==> src/rtl/multicycle_ctrl.sv <==
// Multi-cycle control FSM sequencing the RV32-style datapath through
// fetch/decode/execute/memory/writeback, with branch resolution and a retire counter.
module multicycle_ctrl #(
   parameter logic [2:0] RESET_STATE = 3'd0
) (
   input  logic        clk,
   input  logic        rst,
   input  logic [31:0] instr,
   input  logic [4:0]  status,
   input  logic        mem_ready,
   output logic        pcsrc,
   output logic        alusrc,
   output logic [3:0]  aluop,
   output logic        memrw,
   output logic        wb,
   output logic        regrw,
   output logic [1:0]  immgen_ctrl,
   output logic        pc_en,
   output logic        ir_en,
   output logic        halted,
   output logic        illegal,
   output logic [31:0] instret,
   output logic [2:0]  state_dbg
);

   typedef enum logic [2:0] {
      S_FETCH     = 3'd0,
      S_DECODE    = 3'd1,
      S_EXECUTE   = 3'd2,
      S_MEM       = 3'd3,
      S_WRITEBACK = 3'd4,
      S_HALT      = 3'd5
   } state_t;

   typedef enum logic [1:0] {
      C_ALU    = 2'd0,
      C_LOAD   = 2'd1,
      C_STORE  = 2'd2,
      C_BRANCH = 2'd3
   } class_t;

   localparam logic [6:0] OP_R      = 7'b0110011;
   localparam logic [6:0] OP_I      = 7'b0010011;
   localparam logic [6:0] OP_LOAD   = 7'b0000011;
   localparam logic [6:0] OP_STORE  = 7'b0100011;
   localparam logic [6:0] OP_BRANCH = 7'b1100011;
   localparam logic [6:0] OP_SYSTEM = 7'b1110011;

   localparam logic [3:0] ALU_ADD = 4'b0000;
   localparam logic [3:0] ALU_XOR = 4'b0001;
   localparam logic [3:0] ALU_AND = 4'b0010;
   localparam logic [3:0] ALU_OR  = 4'b0011;
   localparam logic [3:0] ALU_NOR = 4'b0100;
   localparam logic [3:0] ALU_SL  = 4'b0101;
   localparam logic [3:0] ALU_SR  = 4'b0110;
   localparam logic [3:0] ALU_SUB = 4'b0111;

   state_t     state, state_next;
   class_t     cls_q, dec_cls;
   logic [3:0] aluop_q, dec_aluop, f3_aluop;
   logic       alusrc_q, dec_alusrc, f3_ok;
   logic [1:0] immgen_q, dec_immgen;
   logic [2:0] funct3_q;
   logic       dec_illegal, dec_ecall;

   logic [6:0] opcode, funct7;
   logic [2:0] funct3;
   logic       unused_bits;

   assign opcode      = instr[6:0];
   assign funct3      = instr[14:12];
   assign funct7      = instr[31:25];
   assign unused_bits = ^{instr[24:15], instr[11:7], status[4:1]};
   assign state_dbg   = state;

   // Shared funct3 -> ALU operation map for R-type and I-ALU.
   always_comb begin
      f3_aluop = ALU_ADD;
      f3_ok    = 1'b1;
      case (funct3)
         3'b000:  f3_aluop = ALU_ADD;
         3'b001:  f3_aluop = ALU_SL;
         3'b100:  f3_aluop = ALU_XOR;
         3'b101:  f3_aluop = ALU_SR;
         3'b110:  f3_aluop = ALU_OR;
         3'b111:  f3_aluop = ALU_AND;
         default: f3_ok    = 1'b0;
      endcase
   end

   always_comb begin
      dec_cls     = C_ALU;
      dec_aluop   = ALU_ADD;
      dec_alusrc  = 1'b0;
      dec_immgen  = 2'b00;
      dec_illegal = 1'b0;
      dec_ecall   = 1'b0;
      case (opcode)
         OP_R: begin
            dec_illegal = !f3_ok;
            dec_aluop   = f3_aluop;
            if (funct3 == 3'b000 && funct7 == 7'b0100000) dec_aluop = ALU_SUB;
            if (funct3 == 3'b110 && funct7 == 7'b0000001) dec_aluop = ALU_NOR;
         end
         OP_I: begin
            dec_illegal = !f3_ok;
            dec_aluop   = f3_aluop;
            dec_alusrc  = 1'b1;
         end
         OP_LOAD: begin
            dec_cls    = C_LOAD;
            dec_alusrc = 1'b1;
         end
         OP_STORE: begin
            dec_cls    = C_STORE;
            dec_alusrc = 1'b1;
            dec_immgen = 2'b01;
         end
         OP_BRANCH: begin
            dec_cls     = C_BRANCH;
            dec_aluop   = ALU_SUB;
            dec_immgen  = 2'b10;
            dec_illegal = (funct3[2:1] != 2'b00);
         end
         OP_SYSTEM: dec_ecall   = 1'b1;
         default:   dec_illegal = 1'b1;
      endcase
   end

   always_ff @(posedge clk) begin
      if (rst) begin
         state    <= state_t'(RESET_STATE);
         cls_q    <= C_ALU;
         aluop_q  <= ALU_ADD;
         alusrc_q <= 1'b0;
         immgen_q <= 2'b00;
         funct3_q <= 3'b000;
         halted   <= 1'b0;
         illegal  <= 1'b0;
         instret  <= 32'd0;
      end else begin
         state <= state_next;
         if (state == S_DECODE) begin
            cls_q    <= dec_cls;
            aluop_q  <= dec_aluop;
            alusrc_q <= dec_alusrc;
            immgen_q <= dec_immgen;
            funct3_q <= funct3;
            if (dec_illegal) illegal <= 1'b1;
            if (dec_ecall)   halted  <= 1'b1;
         end
         if (pc_en) instret <= instret + 32'd1;
      end
   end

   // mem_ready is a completion strobe: the access requested in MEM finishes in
   // the cycle it is high; memrw stays asserted until then and is never retracted.
   always_comb begin
      state_next  = state;
      pcsrc       = 1'b0;
      alusrc      = 1'b0;
      aluop       = ALU_ADD;
      memrw       = 1'b0;
      wb          = 1'b0;
      regrw       = 1'b0;
      immgen_ctrl = 2'b00;
      pc_en       = 1'b0;
      ir_en       = 1'b0;
      if (state == S_EXECUTE || state == S_MEM || state == S_WRITEBACK) begin
         alusrc      = alusrc_q;
         aluop       = aluop_q;
         immgen_ctrl = immgen_q;
      end
      case (state)
         S_FETCH: begin
            ir_en      = 1'b1;
            state_next = S_DECODE;
         end
         S_DECODE: begin
            state_next = (dec_illegal || dec_ecall) ? S_HALT : S_EXECUTE;
         end
         S_EXECUTE: begin
            case (cls_q)
               C_BRANCH: begin
                  pcsrc      = funct3_q[0] ? !status[0] : status[0];
                  pc_en      = 1'b1;
                  state_next = S_FETCH;
               end
               C_LOAD, C_STORE: state_next = S_MEM;
               default:         state_next = S_WRITEBACK;
            endcase
         end
         S_MEM: begin
            if (cls_q == C_STORE) begin
               memrw = 1'b1;
               if (mem_ready) begin
                  pc_en      = 1'b1;
                  state_next = S_FETCH;
               end
            end else if (mem_ready) begin
               state_next = S_WRITEBACK;
            end
         end
         S_WRITEBACK: begin
            regrw      = 1'b1;
            wb         = (cls_q == C_LOAD);
            pc_en      = 1'b1;
            state_next = S_FETCH;
         end
         S_HALT:  state_next = S_HALT;
         default: state_next = S_FETCH;
      endcase
      // Reset masks every strobe so an abandoned instruction leaves no side effect.
      if (rst) begin
         pcsrc       = 1'b0;
         alusrc      = 1'b0;
         aluop       = ALU_ADD;
         memrw       = 1'b0;
         wb          = 1'b0;
         regrw       = 1'b0;
         immgen_ctrl = 2'b00;
         pc_en       = 1'b0;
         ir_en       = 1'b0;
      end
   end

endmodule

==> config.mk <==
export PLATFORM = sky130hd
export DESIGN_NAME = multicycle_ctrl
export DESIGN_NICKNAME = d
export VERILOG_FILES = /design/src/rtl/multicycle_ctrl.sv
export SDC_FILE = /design/constraint.sdc
export NUM_CORES = 1
export LEC_CHECK = 0
export CAP_MARGIN = 40
export CORE_ASPECT_RATIO = 0.9
export CORE_MARGIN = 1
export CORE_UTILIZATION = 30
export CTS_BUF_LIST = sky130_fd_sc_hd__clkbuf_8 sky130_fd_sc_hd__clkbuf_16
export DETAILED_ROUTE_END_ITERATION = 10
export DONT_BUFFER_PORTS = 1
export SLEW_MARGIN = 20
export SYNTH_ARGS = -nofsm -noshare
export SYNTH_HDL_FRONTEND = slang
export SYNTH_SLANG_ARGS = --single-unit
==> constraint.sdc <==
create_clock -name clk -period 2.2 [get_ports clk]
set_input_delay 0.22 -clock clk [delete_from_list [all_inputs] [get_ports clk]]
set_output_delay 0.22 -clock clk [all_outputs]
set_load 0.02 [all_outputs]
# == Word level (Yosys, flattened, before mapping) ==
# Cells that the tools add are included.
# op_classes
add_sub_neg,1
eq_ne,22
n_reduce_logical,17
muxes,40
# op_table
cell,count
$add A32 B1 Y32 const B,1
$pmux W3 S5,2
$mux W1,22
$eq A7 B6 Y1 const B,3
$eq A3 B3 Y1 const B,6
$mux W4,4
$eq A7 B7 Y1 const B,2
$mux W3,4
$pmux W4 S3,1
$eq A7 B1 Y1 const B,1
$eq A7 B2 Y1 const B,1
$eq A7 B5 Y1 const B,1
$eq A3 B1 Y1 const B,2
$eq A3 B2 Y1 const B,2
$logic_not A3 Y1,2
$pmux W1 S3,2
$pmux W2 S3,1
$pmux W3 S2,1
$reduce_or A3 Y1,2
$reduce_or A6 Y1,1
$eq A2 B2 Y1 const B,2
$mux W2,2
$pmux W2 S2,1
$reduce_and A2 Y1,2
7 further kinds,12
# word_totals
in_bits,40
output_inout_bits,50
ff_bits,47
word_cells,89

# == Logic depth before layout (Yosys ltp) ==
# logic_depth
word_depth,8
ltp_mapped,8
ltp_nobuf,7

# == Worst setup path before layout ==
# No wires, ideal clock.
# synth_path
path_kind,register to register
start,register instret[6]
end,register instret[26]
arrival_time_ns,1.914
stages_incl_launch_ff,8
required_time_ns,2.130
n_path_buf,2
synth_period_minus_slack_ns,1.984
path_slack_ns,0.216
setup_time_ns,0.070
path_cell_list,dfxtp_1 and4_1 buf_2 nand3_1 or2_1 buf_2 or4_1 a21oi_1
# synth_via
elab_chain_cells,1
# synth_lines
element,line_no,text
from (decl),22,"output logic [31:0] instret,"
from (signal assigned),152,if (pc_en) instret <= instret + 32'd1;
$add A32 B1 Y32,152,
# Every way passes these cells.
# A chain may end at the register's enable or synchronous reset.

# == Worst setup path in the final report ==
# layout_path
start,register cls_q[1]
end,register instret[26]
# layout_via
elab_chain_cells,4
word_cells_on_any_way,6
cone_classes,eq/ne (2); mux (4)
# layout_lines
element,line_no,text
from (decl),59,"class_t cls_q, dec_cls;"
from (signal assigned),144,cls_q <= dec_cls;
$eq A2 B2 Y1 (on tied branches),"194, 183",
$mux W1 (on tied branches),"194, 183",
$pmux W1 S3 (*),174,case (state)
$mux W1 (*),214,if (rst) begin
# Every way passes the cells marked *; elsewhere a longest branch is shown, timed or not.

==> results_dict.tcl <==
set metrics [dict create \
    routed_via_density 5.21 \
    nFillCells 849 \
    skew_ns 0.00551 \
    worstHoldEndpoint "funct3_q[0]" \
    pin_count_of_the_biggest_net_entering_global_routing 41 \
    layout-area-overhead-vs-synth_pct 18.5 \
    ys_ff_latch 46 \
    r2r_cells 6 \
    insertion_delay_ns 0.29 \
    diodes 0 \
    numCtsBuffers 5 \
    totalNegativeSetupSlack_ns 0 \
    yosys.area.top_type_share_pct 36.9 \
    outcome "complete, but fails checks" \
    postSynthAreaPerCell_um2 8.07 \
    ys_top_cells_by_count "sky130_fd_sc_hd__dfxtp_1 (46), sky130_fd_sc_hd__nor2_1 (45), sky130_fd_sc_hd__xnor2_1 (23)" \
    min_path_cells 2 \
    final_layout_size_suffix_gt1_share_pct 14.8 \
    antenna_found_initial 0 \
    violations "design-rule violations" \
    worst_hold_path_type "in2reg" \
    placed_area_um2 2810 \
    cts_htree_levels 2 \
    synth_top_flop_cell "sky130_fd_sc_hd__dfxtp_1" \
    cts-root-to-sink-buffers 2 \
    weighted_congestion_reported_at_the_end_of_routability_driven_placement 0.776 \
    synth-edff-count 0 \
    numPlacedInstances 426 \
    remaining_drc_errors 4 \
    finalHoldViolations 0 \
    num_vias 2272 \
    synth_seq_area_share_pct 36.9 \
    rows 31 \
    die_w_um 98.1 \
    cts_tree "built" \
    worst-path-max-fanout 8 \
    r2r_setup_slack_ns 0.16 \
    critPathKind "reg2reg" \
    finish.instance_area_um2 2960 \
    global_route.usage.total_pct 14.2 \
    synth_area_leaders "sky130_fd_sc_hd__dfxtp_1 (37%), sky130_fd_sc_hd__xnor2_1 (8.1%), sky130_fd_sc_hd__nor2_1 (6.8%)" \
    worst_flop_to_flop_path_endpoint "instret[26]" \
    cts.root.buffer_cell "sky130_fd_sc_hd__clkbuf_8" \
    slew_viol_final 0 \
    yosys.cell_types.count 45 \
    detail_route.wl_per_cell_um 14.5 \
    worst-endpoint-required_ns 2.42 \
    async_reset_ff_share_pct 0 \
    multi_input_comb_area_um2 1480 \
    drv.max_cap_violation_count 0 \
    worst_hold_launch "instr[12]" \
    dr.first_iter.drc_count 102 \
    timing.final.crit_period_ns 2.04 \
    preCtsSetupSlack_ns 0.229 \
    clock_sinks 46 \
    starting_density_of_the_core_pct 30.9 \
    wirelength_mm 6.32 \
    final_cell_count_no_fill 436 \
    drt.antenna.violating_nets 0 \
    timing.rr.start "cls_q[1]" \
    layout.core_utilization_pct 36.6 \
    first_global_vias 1954 \
    synthesis.nets 354 \
    final_critical_path_setup_slack_ns 0.158 \
    seqCellArea_um2 922 \
    highest_attainable_clock_frequency_ghz 0.490 \
    detail_route.first_pass.iterations 8 \
    critPathArrivalTime_ns 2.27 \
    floorplan.die_area_um2 8690 \
    floorplan.core_area_um2 8070 \
    rsz_0062_raised_after_global_routing "false" \
    cellPowerDensity_nw_per_um2 533 \
    leakagePower_nw 1.01 \
    total_standard_cell_area_after_synthesis_um2 2490 \
    place_hpwl_mm 4.50 \
    synth.most_common_cell "sky130_fd_sc_hd__dfxtp_1" \
    i_o_pin_cnt 90 \
    global_route.overflow_total 0 \
    endpoint_kind "flop" \
    grt_first_pass_wirelength_mm 9.78 \
    yosysWarnings 0 \
    clk_transition_reported_paths_ns 0.09 \
    post-route-period-util_pct 92.8 \
    cp-start-kind "flop" \
    count_of_buffers_from_port_buffering 0 \
    synth_cells 309 \
    layout_net_count 382 \
    post_synth_top_area_cell "sky130_fd_sc_hd__dfxtp_1" \
    floorplan.die.height_um 88.5 \
    setup_violations 0 \
    max-vdd-ir-drop_mv 0.211 \
]
power by group:
| group | total [mW] | switching [mW] | leakage, nW | internal, mW |
|---|---|---|---|---|
| combinational | 0.213 | 0.131 | 0.593 | 0.0817 |
| sequential | 0.863 | 0.0161 | 0.372 | 0.847 |
| clock | 0.499 | 0.285 | 0.0438 | 0.214 |
| total | 1.57 | 0.432 | 1.01 | 1.14 |
cell type report:
| type | count | share of cell area, % |
|---|---|---|
| clock buffers | 5 | 2.33 |
| clock inverters | 2 | 0.339 |
| repair buffers | 38 | 11.1 |
| inverters | 5 | 0.635 |
| flip-flops and latches | 46 | 31.2 |
| well taps | 99 | 4.19 |
| multi-input cells | 241 | 50.2 |
layout by cell type (no fill, tap or decap), drive strengths merged, types with 8 or more instances in the layout:
cell	n
dfxtp	46
nor2	45
buf	37
xnor2	23
nand2	22
a21oi	18
o21ai	15
nor3	11
or3	10
nand4	9
nor2b	8
routing by layer:
| metal | global-route usage (%) | wire length (um) | part of all wire (%) | vias to the layer above |
|---|---|---|---|---|
| met5 | 0 | 0 | 0 | - |
| met4 | 4.41 | 61 | 0.97 | 0 |
| met3 | 4.03 | 340 | 5.4 | 6 |
| met2 | 21.8 | 2780 | 44 | 50 |
| met1 | 19.2 | 3140 | 50 | 1065 |
| li1 | - | - | - | 1151 |
per-stage QoR:
stage,power [mW],hold slack (ns)
floorplan,1.03,0.356
global placement,1.06,0.292
detailed placement,1.06,0.295
CTS,1.58,0.0429
global route,1.66,0.0498
finish,1.57,0.0586
registers in the layout, summed over array words and instances (netlist names):
name,cells
aluop_q,3
funct3_q,1
immgen_q,2
instret,32
illegal,1
cls_q,2
state_dbg,3
alusrc_q,1
halted,1
timing repair:
item | 4_1_cts | 5_1_grt
hold buffers | 1 | 0
gates resized for setup | 1 | 3
setup buffers | 0 | 1
cloned | 0 | 1
pin swaps | 0 | 1
endpoints found under the hold margin | 40 | 0
setup endpoints to repair | 1 | 1
worst max path at each step:
stage,from,end,cells past startpoint
floorplan,instret[6],instret[26],7
global placement,cls_q[0],instret[26],7
detailed placement,cls_q[0],instret[26],7
CTS,cls_q[0],pc_en,6
global route,cls_q[1],instret[26],6
finish,cls_q[1],instret[26],6
worst max-delay path, stage by stage, from the launching register on:
cell and delay (ns):
sky130_fd_sc_hd__dfxtp_1 0.40, sky130_fd_sc_hd__ha_1 0.22, sky130_fd_sc_hd__and4b_1 0.25, sky130_fd_sc_hd__a221oi_4 0.10, sky130_fd_sc_hd__or2_1 0.33, sky130_fd_sc_hd__or4_1 0.52, sky130_fd_sc_hd__a21oi_1 0.17
cells by family (layout without fill, tap and decap cells):
logic type      Yosys count  count (layout)  synth area share, %
compound gates           47              47                 11.4
buf+inv                  22              50                 4.06
mux                       3               3                 1.25
other cells               1               1                0.150
flops                    46              46                 36.9
simple gates            160             160                 34.9
fa+ha+maj                 5               5                 2.51
xor+xnor                 25              25                 8.78
Power figures use the tool's default switching activity.
